[config.mk]
export PLATFORM = sky130hd
export DESIGN_NAME = a2d_intf
export DESIGN_NICKNAME = d
export VERILOG_FILES = /design/src/rtl/a2d_pkg.sv /design/src/rtl/spi_mnrch.sv /design/src/rtl/a2d_intf.sv
export SDC_FILE = /design/constraint.sdc
export NUM_CORES = 1
export LEC_CHECK = 0
export BUFFER_PORTS_ARGS = -buffer_cell sky130_fd_sc_hd__buf_2
export CAP_MARGIN = 20
export CORE_MARGIN = 2
export CORE_UTILIZATION = 40
export DETAILED_ROUTE_END_ITERATION = 16
export SYNTH_ARGS = -nofsm -noshare
export SYNTH_HDL_FRONTEND = slang
export SYNTH_HIERARCHICAL = 1
export SYNTH_SLANG_ARGS = --single-unit
[constraint.sdc]
create_clock -name clk -period 2.49 [get_ports clk]
set_input_delay 0.498 -clock clk [delete_from_list [all_inputs] [get_ports clk]]
set_output_delay 0.498 -clock clk [all_outputs]
set_load 0.005 [all_outputs]
[src/rtl/a2d_pkg.sv]
// a2d_pkg: channel codes, FSM state type and round-robin helper for a2d_intf.
// rev 1.0
`default_nettype none

package a2d_pkg;

  localparam logic [2:0] CH_LFT   = 3'd0;
  localparam logic [2:0] CH_RGHT  = 3'd4;
  localparam logic [2:0] CH_STEER = 3'd5;
  localparam logic [2:0] CH_BATT  = 3'd6;

  typedef enum logic [1:0] {
    IDLE = 2'd0,
    CMD  = 2'd1,
    GAP  = 2'd2,
    READ = 2'd3
  } state_t;

  // Round-robin slot (0..3) to A2D channel code.
  function automatic logic [2:0] chnl_code(input logic [1:0] idx);
    case (idx)
      2'd0:    chnl_code = CH_LFT;
      2'd1:    chnl_code = CH_RGHT;
      2'd2:    chnl_code = CH_STEER;
      default: chnl_code = CH_BATT;
    endcase
  endfunction

endpackage

`default_nettype wire

[src/rtl/spi_mnrch.sv]
// spi_mnrch: 16-bit SPI master, SCLK idles high, MOSI shifts on SCLK fall, MISO sampled on rise.
// rev 1.0
`default_nettype none

module spi_mnrch #(
  parameter int SCLK_DIV_W = 5
) (
  input  logic        clk,
  input  logic        rst_n,
  input  logic        wrt,
  input  logic [15:0] wt_data,
  output logic        done,
  output logic [15:0] rd_data,
  output logic        SS_n,
  output logic        SCLK,
  output logic        MOSI,
  input  logic        MISO
);

  // SCLK is the divider MSB: starting at 10..0 gives a half-period front porch;
  // each wrap from all-ones to zero is a falling edge.
  localparam logic [SCLK_DIV_W-1:0] DIV_LAST     = '1;
  localparam logic [SCLK_DIV_W-1:0] DIV_START    = {1'b1, {(SCLK_DIV_W-1){1'b0}}};
  localparam logic [SCLK_DIV_W-1:0] DIV_PRE_RISE = {1'b0, {(SCLK_DIV_W-1){1'b1}}};

  logic [SCLK_DIV_W-1:0] div_q, div_d;
  logic [15:0]           tx_q, tx_d;
  logic [15:0]           rx_q, rx_d;
  logic [4:0]            cnt_q, cnt_d;
  logic                  ss_n_q, ss_n_d;
  logic                  done_q, done_d;

  always_comb begin
    div_d  = div_q;
    tx_d   = tx_q;
    rx_d   = rx_q;
    cnt_d  = cnt_q;
    ss_n_d = ss_n_q;
    done_d = 1'b0;
    if (ss_n_q) begin
      if (wrt) begin
        ss_n_d = 1'b0;
        div_d  = DIV_START;
        tx_d   = wt_data;
        cnt_d  = 5'd0;
      end
    end else begin
      div_d = div_q + 1'b1;
      if (div_q == DIV_PRE_RISE) begin
        rx_d  = {rx_q[14:0], MISO};
        cnt_d = cnt_q + 5'd1;
      end
      if (div_q == DIV_LAST) begin
        if (cnt_q == 5'd16) begin
          ss_n_d = 1'b1;
          done_d = 1'b1;
          div_d  = DIV_LAST;
          tx_d   = '0;
        end else if (cnt_q != 5'd0) begin
          // The first fall precedes any rise, so the MSB is already on MOSI.
          tx_d = {tx_q[14:0], 1'b0};
        end
      end
    end
  end

  always_ff @(posedge clk or negedge rst_n) begin
    if (!rst_n) begin
      div_q  <= DIV_LAST;
      tx_q   <= '0;
      rx_q   <= '0;
      cnt_q  <= '0;
      ss_n_q <= 1'b1;
      done_q <= 1'b0;
    end else begin
      div_q  <= div_d;
      tx_q   <= tx_d;
      rx_q   <= rx_d;
      cnt_q  <= cnt_d;
      ss_n_q <= ss_n_d;
      done_q <= done_d;
    end
  end

  assign done    = done_q;
  assign rd_data = rx_q;
  assign SS_n    = ss_n_q;
  assign SCLK    = div_q[SCLK_DIV_W-1];
  assign MOSI    = tx_q[15];

endmodule

`default_nettype wire

[src/rtl/a2d_intf.sv]
// a2d_intf: round-robin A2D reader (channels 0,4,5,6) over SPI.
// rev 1.0 -- option: A2D_LD_FILT_EN averages new load-cell readings with the previous ones.
`default_nettype none

module a2d_intf
  import a2d_pkg::*;
#(
  parameter int SCLK_DIV_W = 5
) (
  input  logic        clk,
  input  logic        rst_n,
  input  logic        nxt,
  input  logic        MISO,
  output logic        SS_n,
  output logic        SCLK,
  output logic        MOSI,
  output logic [11:0] lft_ld,
  output logic [11:0] rght_ld,
  output logic [11:0] steer_pot,
  output logic [11:0] batt
);

  state_t      state_q, state_d;
  logic        wrt_q, wrt_d;
  logic [15:0] wt_data_q, wt_data_d;
  logic [1:0]  idx_q, idx_d;
  logic [11:0] lft_ld_q, lft_ld_d, rght_ld_q, rght_ld_d;
  logic [11:0] steer_pot_q, steer_pot_d, batt_q, batt_d;

  logic        done;
  logic [15:0] rd_data;
  logic [11:0] rd12;
  logic [3:0]  unused_rd_hi;
  logic [11:0] lft_new, rght_new;

  assign rd12         = rd_data[11:0];
  assign unused_rd_hi = rd_data[15:12];

`ifdef A2D_LD_FILT_EN
  assign lft_new  = 12'(({1'b0, lft_ld_q}  + {1'b0, rd12}) >> 1);
  assign rght_new = 12'(({1'b0, rght_ld_q} + {1'b0, rd12}) >> 1);
`else
  assign lft_new  = rd12;
  assign rght_new = rd12;
`endif

  always_comb begin
    state_d     = state_q;
    wrt_d       = 1'b0;
    wt_data_d   = wt_data_q;
    idx_d       = idx_q;
    lft_ld_d    = lft_ld_q;
    rght_ld_d   = rght_ld_q;
    steer_pot_d = steer_pot_q;
    batt_d      = batt_q;
    case (state_q)
      IDLE: if (nxt) begin
        state_d   = CMD;
        wrt_d     = 1'b1;
        wt_data_d = {2'b00, chnl_code(idx_q), 11'h000};
      end
      CMD: if (done) state_d = GAP;
      GAP: begin
        state_d   = READ;
        wrt_d     = 1'b1;
        wt_data_d = 16'h0000;
      end
      READ: if (done) begin
        state_d = IDLE;
        idx_d   = idx_q + 2'd1;
        case (idx_q)
          2'd0:    lft_ld_d    = lft_new;
          2'd1:    rght_ld_d   = rght_new;
          2'd2:    steer_pot_d = rd12;
          default: batt_d      = rd12;
        endcase
      end
      default: state_d = IDLE;
    endcase
  end

  always_ff @(posedge clk or negedge rst_n) begin
    if (!rst_n) begin
      state_q     <= IDLE;
      wrt_q       <= 1'b0;
      wt_data_q   <= '0;
      idx_q       <= '0;
      lft_ld_q    <= '0;
      rght_ld_q   <= '0;
      steer_pot_q <= '0;
      batt_q      <= '0;
    end else begin
      state_q     <= state_d;
      wrt_q       <= wrt_d;
      wt_data_q   <= wt_data_d;
      idx_q       <= idx_d;
      lft_ld_q    <= lft_ld_d;
      rght_ld_q   <= rght_ld_d;
      steer_pot_q <= steer_pot_d;
      batt_q      <= batt_d;
    end
  end

  spi_mnrch #(.SCLK_DIV_W(SCLK_DIV_W)) u_spi (
    .clk     (clk),
    .rst_n   (rst_n),
    .wrt     (wrt_q),
    .wt_data (wt_data_q),
    .done    (done),
    .rd_data (rd_data),
    .SS_n    (SS_n),
    .SCLK    (SCLK),
    .MOSI    (MOSI),
    .MISO    (MISO)
  );

  assign lft_ld    = lft_ld_q;
  assign rght_ld   = rght_ld_q;
  assign steer_pot = steer_pot_q;
  assign batt      = batt_q;

endmodule

`default_nettype wire

==> flow_metrics.env <==
export IMPL_grt_pass1_vias=2666
export IMPL_gp_congestion=0.719
export IMPL_rsz0062_at_grt="no"
export IMPL_crit_path_end_kind="flip-flop"
export IMPL_cp_start_kind="flip-flop"
export IMPL_wl_met3_um=357
export IMPL_cts_tree="built"
export IMPL_grt_max_degree=45
export IMPL_cts_hold_buffers=0
export IMPL_clock_fmax_mhz=473
export IMPL_p_comb_frac=0.086
export IMPL_viasPerCell=4.85
export IMPL_synth_warnings=6
export IMPL_grt_overflow_total=0
export IMPL_grt_pass1_wl_um=13400
export IMPL_power_internal_mw=2.20
export IMPL_track_usage=0.149
export IMPL_drt_total_wl_um=8060
export IMPL_final_util=0.483
export IMPL_clkTransAtPathRegs_ns=0.10
export IMPL_vdd_ir_drop_max_uv=395
export IMPL_cp_required_ns=2.74
export IMPL_die_y_um=107
export IMPL_switchingPower_uw=805
export IMPL_hp_class="primary input to async pin"
export IMPL_cp_cell_sequence="ha_1 -> and3_1 -> ha_1 -> nand2b_4 -> o21ai_4 -> buf_4 -> mux2_2"
export IMPL_drive_gt1_frac=0.420
export IMPL_finalCritPeriodShare=0.849
export IMPL_clkSinkCount=96
export IMPL_synth_cell_area_sq_mm=0.00428
export IMPL_wl_per_cell_um=15.0
export IMPL_cts_setup_buffers=0
export IMPL_pwr_density_cell_mw_per_mm2=601
export IMPL_path_class="flip-flop to flip-flop"
export IMPL_pwr_share_seq=0.546
export IMPL_wl_met2_um=3860
export IMPL_clockBufferDepth=2
export IMPL_antenna_found_initial=0
export IMPL_ctsResizeCount=0
export IMPL_maxSlewViolCount=0
export IMPL_core_area_sq_mm=0.0104
export IMPL_crit_family="flip-flops"
export IMPL_die_area_sq_mm=0.0116
export IMPL_status="finished, final reports clean"
export IMPL_cp_slowest_cell="dfstp_2"
export IMPL_report_final_hold_viol_count=0
export IMPL_cp_num_buf_inv=1
export IMPL_clockRootBuffer="clkbuf_8"
export IMPL_ant_nets=0
export IMPL_fillerInstances=965
export IMPL_portBuffers=54
export IMPL_met1_length_um=3700
export IMPL_drv_cap=0
export IMPL_syn_to_final_growth_pct=16.8
export IMPL_leakagePower_nw=2.60
export IMPL_num_vias=2597
export IMPL_antenna_cells=0
export IMPL_drtIter0Drc=95
export IMPL_fin_tns_setup_ns=0
export IMPL_drc=0
export IMPL_cts_buffers=9
export IMPL_fin_crit_ns=2.11
export IMPL_fin_hold_ws_ns=0.0215
export IMPL_seq_area_sq_mm=0.00241
export IMPL_pwr_share_clk=0.368
export IMPL_finalClockSkew_ns=0.00903
export IMPL_nets=415
export IMPL_clock_latency_ns=0.37
export IMPL_cpMostUsedCell="ha_1"
export IMPL_max_stage_delay_ns=0.57
export IMPL_finalSetupViolCount=0
export IMPL_cp_arrival_ns=2.37
export IMPL_switching_share=0.267
export IMPL_htree_levels=3
export IMPL_die_w_um=107
export IMPL_top_layer="met4"
export IMPL_initial_core_util=0.413
export IMPL_synth_area_per_cell_sq_um=13.3
export IMPL_std_cell_rows=37
export IMPL_crit_path_max_fanout=15
export IMPL_synthCells=321
export IMPL_post_dp_hpwl_um=5400
export IMPL_first_pass_iters=4
export IMPL_io_pins=55
export IMPL_multiInputGateArea_sq_mm=0.00179
-- placed cells by master (no fill, tap or decap), types with 2 or more instances in the layout --
cell / n
dfrtp_1: 90
mux2_2: 67
buf_2: 53
nand2_1: 27
o21ai_0: 18
nand2b_1: 17
ha_1: 16
conb_1: 13
inv_1: 12
buf_4: 10
mux2_4: 10
nand3_1: 9
clkbuf_8: 9
dfstp_2: 6
a21oi_1: 5
o211ai_1: 4
mux2i_1: 3
nand3b_1: 3
a31oi_1: 2
clkinv_8: 2
inv_6: 2
nand4_1: 2
xor2_1: 2
-- worst register-to-register path, cell delays in order (launching register included) --
cell and delay (ns):
dfstp_2 0.57, ha_1 0.17, and3_1 0.18, ha_1 0.23
nand2b_4 0.08, o21ai_4 0.13, buf_4 0.27, mux2_2 0.37
-- metrics by stage --
step	area, sq um	std cells	total power [mW]	setup WS, ns
after global placement	4780	520	1.92	0.418
after detailed placement	4780	520	1.94	0.396
after floorplan	4330	333	1.85	0.515
after CTS	5000	536	3.06	0.369
final	5000	536	3.01	0.375
after global routing	5000	536	3.15	0.266
-- power groups by stage --
stage / registers, mW / clock network (mW) / logic, mW
finish: 1.64 / 1.11 / 0.258
global route: 1.65 / 1.21 / 0.299
CTS: 1.65 / 1.15 / 0.264
detailed placement: 1.68 / 0 / 0.263
global placement: 1.67 / 0 / 0.253
floorplan: 1.66 / 0 / 0.186
-- final timing paths --
check | startpoint | endpoint | slack, ns | cells after the start
max in group asynchronous | rst_n | u_spi/div_q[2] | 1.82 | 2
min | rst_n | u_spi/tx_q[7] | 0.02 | 1
min reg2reg | wt_data_q[12] | wt_data_q[12] | 0.49 | 2
max reg2reg | u_spi/div_q[0] | u_spi/tx_q[1] | 0.38 | 7
max | u_spi/div_q[0] | u_spi/tx_q[1] | 0.38 | 7
min in group clk | MISO | u_spi/rd_data[0] | 0.36 | 2
-- flip-flops by register name, indices dropped and copies added (netlist names), 2 cells and up --
name	flops
idx_q	2
u_spi/div_q	5
state_q	2
lft_ld	12
u_spi/rd_data	12
steer_pot	12
batt	12
u_spi/cnt_q	5
u_spi/tx_q	16
wt_data_q	3
rght_ld	12
-- cell type report --
class,instances,area share
well taps,136,0.0340
multi-input cells,212,0.359
clock inverters,7,0.0200
flip-flops and latches,96,0.482
repair buffers,64,0.0720
clock buffers,9,0.0248
inverters,12,0.00900
-- per-layer routing --
metal / vias to the layer above / GRT usage
met4: 0 / 0.0467
met2: 47 / 0.245
met5: - / 0
met1: 1293 / 0.190
li1: 1246 / -
met3: 11 / 0.0460
Power figures use the tool's default switching activity.
